$ cat src/rtl/burst_mp_pkg.sv
// Shared types, defaults and width helpers for the burst master port.
package burst_mp_pkg;

  typedef enum logic [3:0] {
    IDLE, REQ, SADDR, WAIT, ADDR, SETUP, WDATA, RDATA, SPLIT, NEXT, BACKOFF
  } state_t;

  localparam int DEF_ADDR_WIDTH   = 16;
  localparam int DEF_DATA_WIDTH   = 8;
  localparam int DEF_MEM_WIDTH    = 12;
  localparam int DEF_MAX_BURST    = 16;
  localparam int DEF_TIMEOUT_TIME = 5;
  localparam int DEF_MAX_RETRY    = 3;
  localparam int DEF_DEV_WIDTH    = DEF_ADDR_WIDTH - DEF_MEM_WIDTH;

  // Width of a counter that must hold values 0..max_val.
  function automatic int cnt_width(input int max_val);
    int w;
    w = $clog2(max_val + 1);
    return (w < 1) ? 1 : w;
  endfunction

  function automatic int len_width(input int max_burst);
    return (max_burst < 2) ? 1 : $clog2(max_burst);
  endfunction

  function automatic int dev_width(input int addr_w, input int mem_w);
    return addr_w - mem_w;
  endfunction

endpackage

$ cat src/rtl/mp_retry_timer.sv
// WAIT-state timeout counter and per-beat retry counter.
module mp_retry_timer
  import burst_mp_pkg::*;
#(
  parameter int TIMEOUT_TIME = DEF_TIMEOUT_TIME,
  parameter int MAX_RETRY    = DEF_MAX_RETRY
) (
  input  logic clk,
  input  logic rstn,
  input  logic waiting,
  input  logic retry_inc,
  input  logic clear,
  output logic expired,
  output logic exhausted
);

  localparam int TW = cnt_width(TIMEOUT_TIME);
  localparam int RW = cnt_width(MAX_RETRY);

  logic [TW-1:0] tmo_q, tmo_d;
  logic [RW-1:0] retry_q, retry_d;

  assign expired   = waiting && (tmo_q == TW'(TIMEOUT_TIME - 1));
  assign exhausted = (retry_q == RW'(MAX_RETRY));

  // The timeout restarts on every entry into WAIT.
  always_comb begin
    tmo_d   = '0;
    retry_d = retry_q;
    if (waiting && !expired) tmo_d = tmo_q + 1'b1;
    if (clear) retry_d = '0;
    else if (retry_inc && !exhausted) retry_d = retry_q + 1'b1;
  end

  always_ff @(posedge clk) begin
    if (!rstn) begin
      tmo_q   <= '0;
      retry_q <= '0;
    end else begin
      tmo_q   <= tmo_d;
      retry_q <= retry_d;
    end
  end

endmodule

$ cat src/rtl/burst_master_port.sv
// Multi-beat serial-bus master: holds the bus for a whole burst and shifts
// device field, memory field and data bit-serially per beat.
module burst_master_port
  import burst_mp_pkg::*;
#(
  parameter int ADDR_WIDTH           = DEF_ADDR_WIDTH,
  parameter int DATA_WIDTH           = DEF_DATA_WIDTH,
  parameter int SLAVE_MEM_ADDR_WIDTH = DEF_MEM_WIDTH,
  parameter int MAX_BURST            = DEF_MAX_BURST,
  parameter int TIMEOUT_TIME         = DEF_TIMEOUT_TIME,
  parameter int MAX_RETRY            = DEF_MAX_RETRY,
  localparam int LEN_W               = len_width(MAX_BURST)
) (
  input  logic                  clk,
  input  logic                  rstn,
  input  logic [DATA_WIDTH-1:0] dwdata,
  input  logic [ADDR_WIDTH-1:0] daddr,
  input  logic [LEN_W-1:0]      dlen,
  input  logic                  dmode,
  input  logic                  dvalid,
  output logic                  dready,
  output logic                  dnext,
  output logic [DATA_WIDTH-1:0] drdata,
  output logic                  drvalid,
  output logic                  ddone,
  output logic                  derr,
  input  logic                  mrdata,
  input  logic                  svalid,
  output logic                  mwdata,
  output logic                  mvalid,
  output logic                  mmode,
  output logic                  mbreq,
  input  logic                  mbgrant,
  input  logic                  msplit,
  input  logic                  ack
);

  localparam int MEM_W  = SLAVE_MEM_ADDR_WIDTH;
  localparam int DEV_W  = dev_width(ADDR_WIDTH, SLAVE_MEM_ADDR_WIDTH);
  localparam int MAX_AD = (DEV_W > MEM_W) ? DEV_W : MEM_W;
  localparam int SH_W   = (MAX_AD > DATA_WIDTH) ? MAX_AD : DATA_WIDTH;
  localparam int BIT_W  = cnt_width(SH_W);

  state_t                state_q, state_d;
  logic [DEV_W-1:0]      dev_q, dev_d;
  logic [MEM_W-1:0]      mem_q, mem_d;
  logic [LEN_W-1:0]      len_q, len_d, beat_q, beat_d;
  logic                  mode_q, mode_d;
  logic [DATA_WIDTH-1:0] wdata_q, wdata_d, rbuf_q, rbuf_d, drdata_q, drdata_d;
  logic                  drvalid_q, drvalid_d;
  logic [BIT_W-1:0]      bit_q, bit_d;
  logic [SH_W-1:0]       sh_q, sh_d;
  logic                  mwdata_q, mwdata_d, mvalid_q, mvalid_d;
  logic                  retry_inc, retry_clr, expired, exhausted, last_beat;

  mp_retry_timer #(
    .TIMEOUT_TIME(TIMEOUT_TIME),
    .MAX_RETRY   (MAX_RETRY)
  ) u_timer (
    .clk      (clk),
    .rstn     (rstn),
    .waiting  (state_q == WAIT),
    .retry_inc(retry_inc),
    .clear    (retry_clr),
    .expired  (expired),
    .exhausted(exhausted)
  );

  assign dready  = (state_q == IDLE);
  assign mbreq   = (state_q != IDLE) && (state_q != BACKOFF);
  assign mmode   = mode_q;
  assign mwdata  = mwdata_q;
  assign mvalid  = mvalid_q;
  assign drdata  = drdata_q;
  assign drvalid = drvalid_q;

  // Each serial field is loaded into sh_q on the edge entering its shift state.
  always_comb begin
    state_d   = state_q;
    dev_d     = dev_q;
    mem_d     = mem_q;
    len_d     = len_q;
    beat_d    = beat_q;
    mode_d    = mode_q;
    wdata_d   = wdata_q;
    rbuf_d    = rbuf_q;
    drdata_d  = drdata_q;
    drvalid_d = 1'b0;
    bit_d     = bit_q;
    sh_d      = sh_q;
    mvalid_d  = 1'b0;
    mwdata_d  = 1'b0;
    retry_inc = 1'b0;
    retry_clr = 1'b0;
    ddone     = 1'b0;
    derr      = 1'b0;
    dnext     = 1'b0;
    last_beat = (beat_q == len_q);
    unique case (state_q)
      IDLE: begin
        retry_clr = 1'b1;
        if (dvalid) begin
          dev_d   = daddr[ADDR_WIDTH-1 -: DEV_W];
          mem_d   = daddr[MEM_W-1:0];
          len_d   = dlen;
          mode_d  = dmode;
          wdata_d = dwdata;
          beat_d  = '0;
          state_d = REQ;
        end
      end
      REQ: begin
        if (mbgrant) begin
          sh_d    = SH_W'(dev_q);
          bit_d   = '0;
          state_d = SADDR;
        end
      end
      SADDR: begin
        mvalid_d = 1'b1;
        mwdata_d = sh_q[0];
        sh_d     = sh_q >> 1;
        bit_d    = bit_q + 1'b1;
        if (bit_q == BIT_W'(DEV_W - 1)) begin
          bit_d   = '0;
          state_d = WAIT;
        end
      end
      WAIT: begin
        if (ack) begin
          sh_d    = SH_W'(mem_q);
          bit_d   = '0;
          state_d = ADDR;
        end else if (expired) begin
          if (!exhausted) begin
            retry_inc = 1'b1;
            state_d   = BACKOFF;
          end else begin
            ddone   = 1'b1;
            derr    = 1'b1;
            state_d = IDLE;
          end
        end
      end
      BACKOFF: state_d = REQ;
      ADDR: begin
        mvalid_d = 1'b1;
        mwdata_d = sh_q[0];
        sh_d     = sh_q >> 1;
        bit_d    = bit_q + 1'b1;
        if (bit_q == BIT_W'(MEM_W - 1)) begin
          bit_d   = '0;
          state_d = mode_q ? SETUP : RDATA;
        end
      end
      SETUP: begin
        sh_d    = SH_W'(wdata_q);
        bit_d   = '0;
        state_d = WDATA;
      end
      WDATA: begin
        mvalid_d = 1'b1;
        mwdata_d = sh_q[0];
        sh_d     = sh_q >> 1;
        bit_d    = bit_q + 1'b1;
        if (bit_q == BIT_W'(DATA_WIDTH - 1)) begin
          bit_d   = '0;
          state_d = NEXT;
        end
      end
      // A split takes priority over a bit arriving in the same cycle.
      RDATA: begin
        if (msplit) begin
          state_d = SPLIT;
        end else if (svalid) begin
          rbuf_d = (rbuf_q >> 1) | (DATA_WIDTH'(mrdata) << (DATA_WIDTH - 1));
          bit_d  = bit_q + 1'b1;
          if (bit_q == BIT_W'(DATA_WIDTH - 1)) begin
            drdata_d  = rbuf_d;
            drvalid_d = 1'b1;
            bit_d     = '0;
            state_d   = NEXT;
          end
        end
      end
      SPLIT: begin
        if (!msplit && mbgrant) state_d = RDATA;
      end
      NEXT: begin
        if (last_beat) begin
          ddone   = 1'b1;
          state_d = IDLE;
        end else begin
          mem_d     = mem_q + 1'b1;
          beat_d    = beat_q + 1'b1;
          retry_clr = 1'b1;
          bit_d     = '0;
          if (mode_q) begin
            dnext   = 1'b1;
            wdata_d = dwdata;
          end
          if (mbgrant) begin
            sh_d    = SH_W'(dev_q);
            state_d = SADDR;
          end else begin
            state_d = REQ;
          end
        end
      end
      default: state_d = IDLE;
    endcase
    if (!rstn) begin
      ddone = 1'b0;
      derr  = 1'b0;
      dnext = 1'b0;
    end
  end

  always_ff @(posedge clk) begin
    if (!rstn) begin
      state_q   <= IDLE;
      dev_q     <= '0;
      mem_q     <= '0;
      len_q     <= '0;
      beat_q    <= '0;
      mode_q    <= 1'b0;
      wdata_q   <= '0;
      rbuf_q    <= '0;
      drdata_q  <= '0;
      drvalid_q <= 1'b0;
      bit_q     <= '0;
      sh_q      <= '0;
      mwdata_q  <= 1'b0;
      mvalid_q  <= 1'b0;
    end else begin
      state_q   <= state_d;
      dev_q     <= dev_d;
      mem_q     <= mem_d;
      len_q     <= len_d;
      beat_q    <= beat_d;
      mode_q    <= mode_d;
      wdata_q   <= wdata_d;
      rbuf_q    <= rbuf_d;
      drdata_q  <= drdata_d;
      drvalid_q <= drvalid_d;
      bit_q     <= bit_d;
      sh_q      <= sh_d;
      mwdata_q  <= mwdata_d;
      mvalid_q  <= mvalid_d;
    end
  end

endmodule
$ cat config.mk
export PLATFORM = sky130hd
export DESIGN_NAME = burst_master_port
export DESIGN_NICKNAME = d
export VERILOG_FILES = /design/src/rtl/burst_mp_pkg.sv /design/src/rtl/mp_retry_timer.sv /design/src/rtl/burst_master_port.sv
export SDC_FILE = /design/constraint.sdc
export NUM_CORES = 1
export LEC_CHECK = 0
export ABC_CLOCK_PERIOD_IN_PS = 1600
export CAP_MARGIN = 40
export CELL_PAD_IN_SITES_DETAIL_PLACEMENT = 0
export CELL_PAD_IN_SITES_GLOBAL_PLACEMENT = 2
export CORE_MARGIN = 1
export CORE_UTILIZATION = 30
export DETAILED_ROUTE_END_ITERATION = 8
export PLACE_DENSITY = 0.84
export SLEW_MARGIN = 10
export SYNTH_ARGS = -nofsm -noshare
export SYNTH_HDL_FRONTEND = slang
export SYNTH_SLANG_ARGS = --single-unit
$ cat constraint.sdc
create_clock -name clk -period 1.6 [get_ports clk]
set_input_delay 0.16 -clock clk [delete_from_list [all_inputs] [get_ports clk]]
set_output_delay 0.16 -clock clk [all_outputs]
set_load 0.02 [all_outputs]
==> results.toml <==
[run_status]
status = "finished, violations left"
violations = "setup timing"

[placed_design]
pre_cts_ws_ps = -303
dpl.hpwl_um = 8490
dpl_cell_area_mm2 = 0.00537
placed_cells = 746
numPortBuffers = 53
gp_congestion = 0.867

[yosys]
synthTopCellsByArea = "dfxtp_1, mux2i_1, nand2_1"
yosysMostFrequentCell = "dfxtp_1"
synthSimpleGateAreaFrac = 0.244
ys_seq_area_frac = 0.391
ys_ff_latch = 76
synth_top_area_frac = 0.391
yosys_most_used_dff = "dfxtp_1"
synth-compound-area-share = 0.208
synth_xor_area_frac = 0.0180
synth_fp_nets = 504
syn_inst = 461
yosys.area_share.adder = 0.0193
synth_top_family_by_area = "simple AND/OR/NAND/NOR gates"
ys_top_cells_by_count = "dfxtp_1, nand2_1, nor2_1, a21oi_1, mux2i_1"
yosysWarnings = 0
yosysTopAreaCell = "dfxtp_1"
synth_cell_types = 67
synth_edf_count = 0
synthMuxAreaShare = 0.0695
synth_area_mm2 = 0.00389
async_flop_share = 0
avgSynthCellArea_um2 = 8.43

[floorplanning]
die_y_um = 116
initial_core_util = 0.308
io_pins = 54
rows = 41
die_x_um = 116
core_area_mm2 = 0.0126
die_area_mm2 = 0.0134

[sta]
rsz0062_at_grt = "yes"
relSlewSlack = 0.701
period_needed_ps = 1860
period_share = 1.17
setup_viol_count_final = 54
finalWorstSetupSlack_ps = -264
tns_ps = -8580
fmax_mhz = 536
final_hold_viol_count = 0
drv_slew = 0
skew_ps = 5.62
tightest_slew_ps = 449

[routing]
wl_per_cell_um = 15.3
drt-met1-wl_um = 5540
dr.pass1.iters = 7
top_layer_used = "met4"
viasPerCell = 5.02
met2RoutedLength_um = 5870
dr_wl_met3_um = 391
drc = 0
drt_iter0_markers = 234
ant_nets = 0
num_vias = 3910
wl_um = 12000

[grt]
antenna_found_initial = 0
grt_max_degree = 35
grt_overflow = 0
grt_pass1_wl_um = 19500
grt_usage = 0.189
grt_pass1_vias = 3845

[power]
switching_share = 0.358
p_comb_frac = 0.467
p_int_w = 0.00531
p_clk_frac = 0.232
p_sw_w = 0.00296
power_frac_seq = 0.301
leakage_nw = 2.41
p_total_w = 0.00827
powerDensity_mw_per_mm2 = 1350
ir_drop_uv = 673

[setup_path]
crit_buf_inv = 1
cp_data_arrival_time_ps = 1700
endpoint_kind = "output pin"
timing.critical_path.from_type = "register"
cp_slowest_cell = "o41a_4"
cp.required_ps = 1440
crit_family = "compound AO/OA/AOI/OAI gates"
cp_cell_sequence = "xor2_4, o41a_4, and3_4, buf_6"
worstSetupPathType = "reg -> out"
critPathMaxStageDelay_ps = 500
crit_fanout = 3

[clocking]
cts_root_buf = "clkbuf_16"
h-tree-depth = 3
cts_sinks = 76
cts_buffer_depth = 2
insertion_delay_ps = 340
numCtsBuffers = 9
ctsHoldBuffers = 0
clk_pin_slew_ps = 50
cts_tree = "built"

[min_path]
hp-class = "in -> reg"

[cells_and_area]
final-instance-count-excl-fill = 779
area_growth_pct = 57.0
fin_nets = 646
diodes = 0
drive_above_1_share = 0.353
final_area_mm2 = 0.00610

[flow_run]
maxCapViolations = 0
## metal layers
metal | track usage | vias up
met5 | 0 | -
met4 | 0.0684 | 0
met3 | 0.0309 | 11
met2 | 0.312 | 72
met1 | 0.250 | 1872
li1 | - | 1955
## layout by cell type, fill, tap and decap left out, types with 5 or more instances in the layout
master | Yosys | final
buf_4 | 2 | 85
dfxtp_1 | 76 | 68
nand2_1 | 62 | 58
nor2_1 | 56 | 47
clkdlybuf4s50_1 | 0 | 47
mux2i_1 | 27 | 27
buf_6 | 3 | 25
a21oi_1 | 30 | 24
nand3_1 | 18 | 9
o21ai_0 | 18 | 9
clkbuf_16 | 0 | 9
nand3_2 | 0 | 8
a22oi_1 | 7 | 7
inv_1 | 6 | 6
o31ai_1 | 7 | 6
o21ai_1 | 0 | 6
and3_1 | 8 | 6
dfxtp_2 | 0 | 6
a21oi_2 | 0 | 5
nand2b_1 | 6 | 5
nor2_4 | 1 | 5
nor2_2 | 0 | 5
ha_1 | 6 | 5
## through the flow
| stage | utilization | hold slack [ps] |
|---|---|---|
| CTS | 0.468 | 360 |
| detailed placement | 0.425 | 446 |
| finish | 0.484 | 368 |
| floorplan | - | 288 |
| global route | 0.484 | 366 |
| global placement | 0.425 | 441 |
## path summary, 6_finish.rpt
path                               start                       to  cells after the start  slack (ps)
setup / recovery  beat_q[3]$_SDFFE_PN0P_                    dnext                      4        -260
hold reg to reg    dev_q[2]$_SDFFE_PN0P_    dev_q[2]$_SDFFE_PN0P_                      2         450
hold / removal                     dmode       mmode$_SDFFE_PN0P_                      3         370
setup reg to reg  beat_q[3]$_SDFFE_PN0P_  wdata_q[7]$_SDFFE_PN0P_                      7        -260
## power groups by stage
stage | registers, W | logic [W] | clock network [W]
2_1_floorplan | 0.00248 | 0.00188 | 0
3_3_place_gp | 0.00249 | 0.00313 | 0
3_5_place_dp | 0.00251 | 0.00321 | 0
4_1_cts | 0.00247 | 0.00374 | 0.00198
5_1_grt | 0.00252 | 0.00415 | 0.00206
6_report | 0.00249 | 0.00386 | 0.00192
## layout make-up
type                       count  area, um^2
clock buffer                  11         253
clock inverter                 4        25.0
fill                        1206        6520
inverter                       7        26.3
multi-input combinational    345        2550
sequential                    76        1540
tap                          172         215
timing repair buffer         164        1500
## flip-flops by register name (all words and copies together) (netlist names)
name	count
mem_q	12
sh_q	12
wdata_q	8
bit_q	4
u_timer.tmo_q	3
dev_q	4
beat_q	4
mwdata	1
mmode	1
drdata	8
drvalid	1
state_q	4
mvalid	1
u_timer.retry_q	2
len_q	4
rbuf_q	7
## what timing repair did
item | 4_1_cts | 5_1_grt
gates resized for setup | 73 | 47
cloned | 3 | 0
setup buffers | 7 | 11
setup endpoints to repair | 73 | 72
pin swaps | 18 | 20
hold endpoints to repair | 0 | 0
## logic make-up (layout without fill, tap and decap cells)
kind of cell | count (synthesis) | after routing
AND/OR/NAND/NOR | 194 | 194
AO/OA/AOI/OAI | 110 | 110
flip-flops | 76 | 76
buffers and inverters | 40 | 186
multiplexers | 27 | 27
XOR/XNOR | 8 | 8
adder cells (fa/ha/maj) | 6 | 6
## worst min-delay path: stages
cell	delay, ps
clkdlybuf4s50_1	400
nand2_1	50
a21oi_1	50
(Power assumes the default switching activity.)
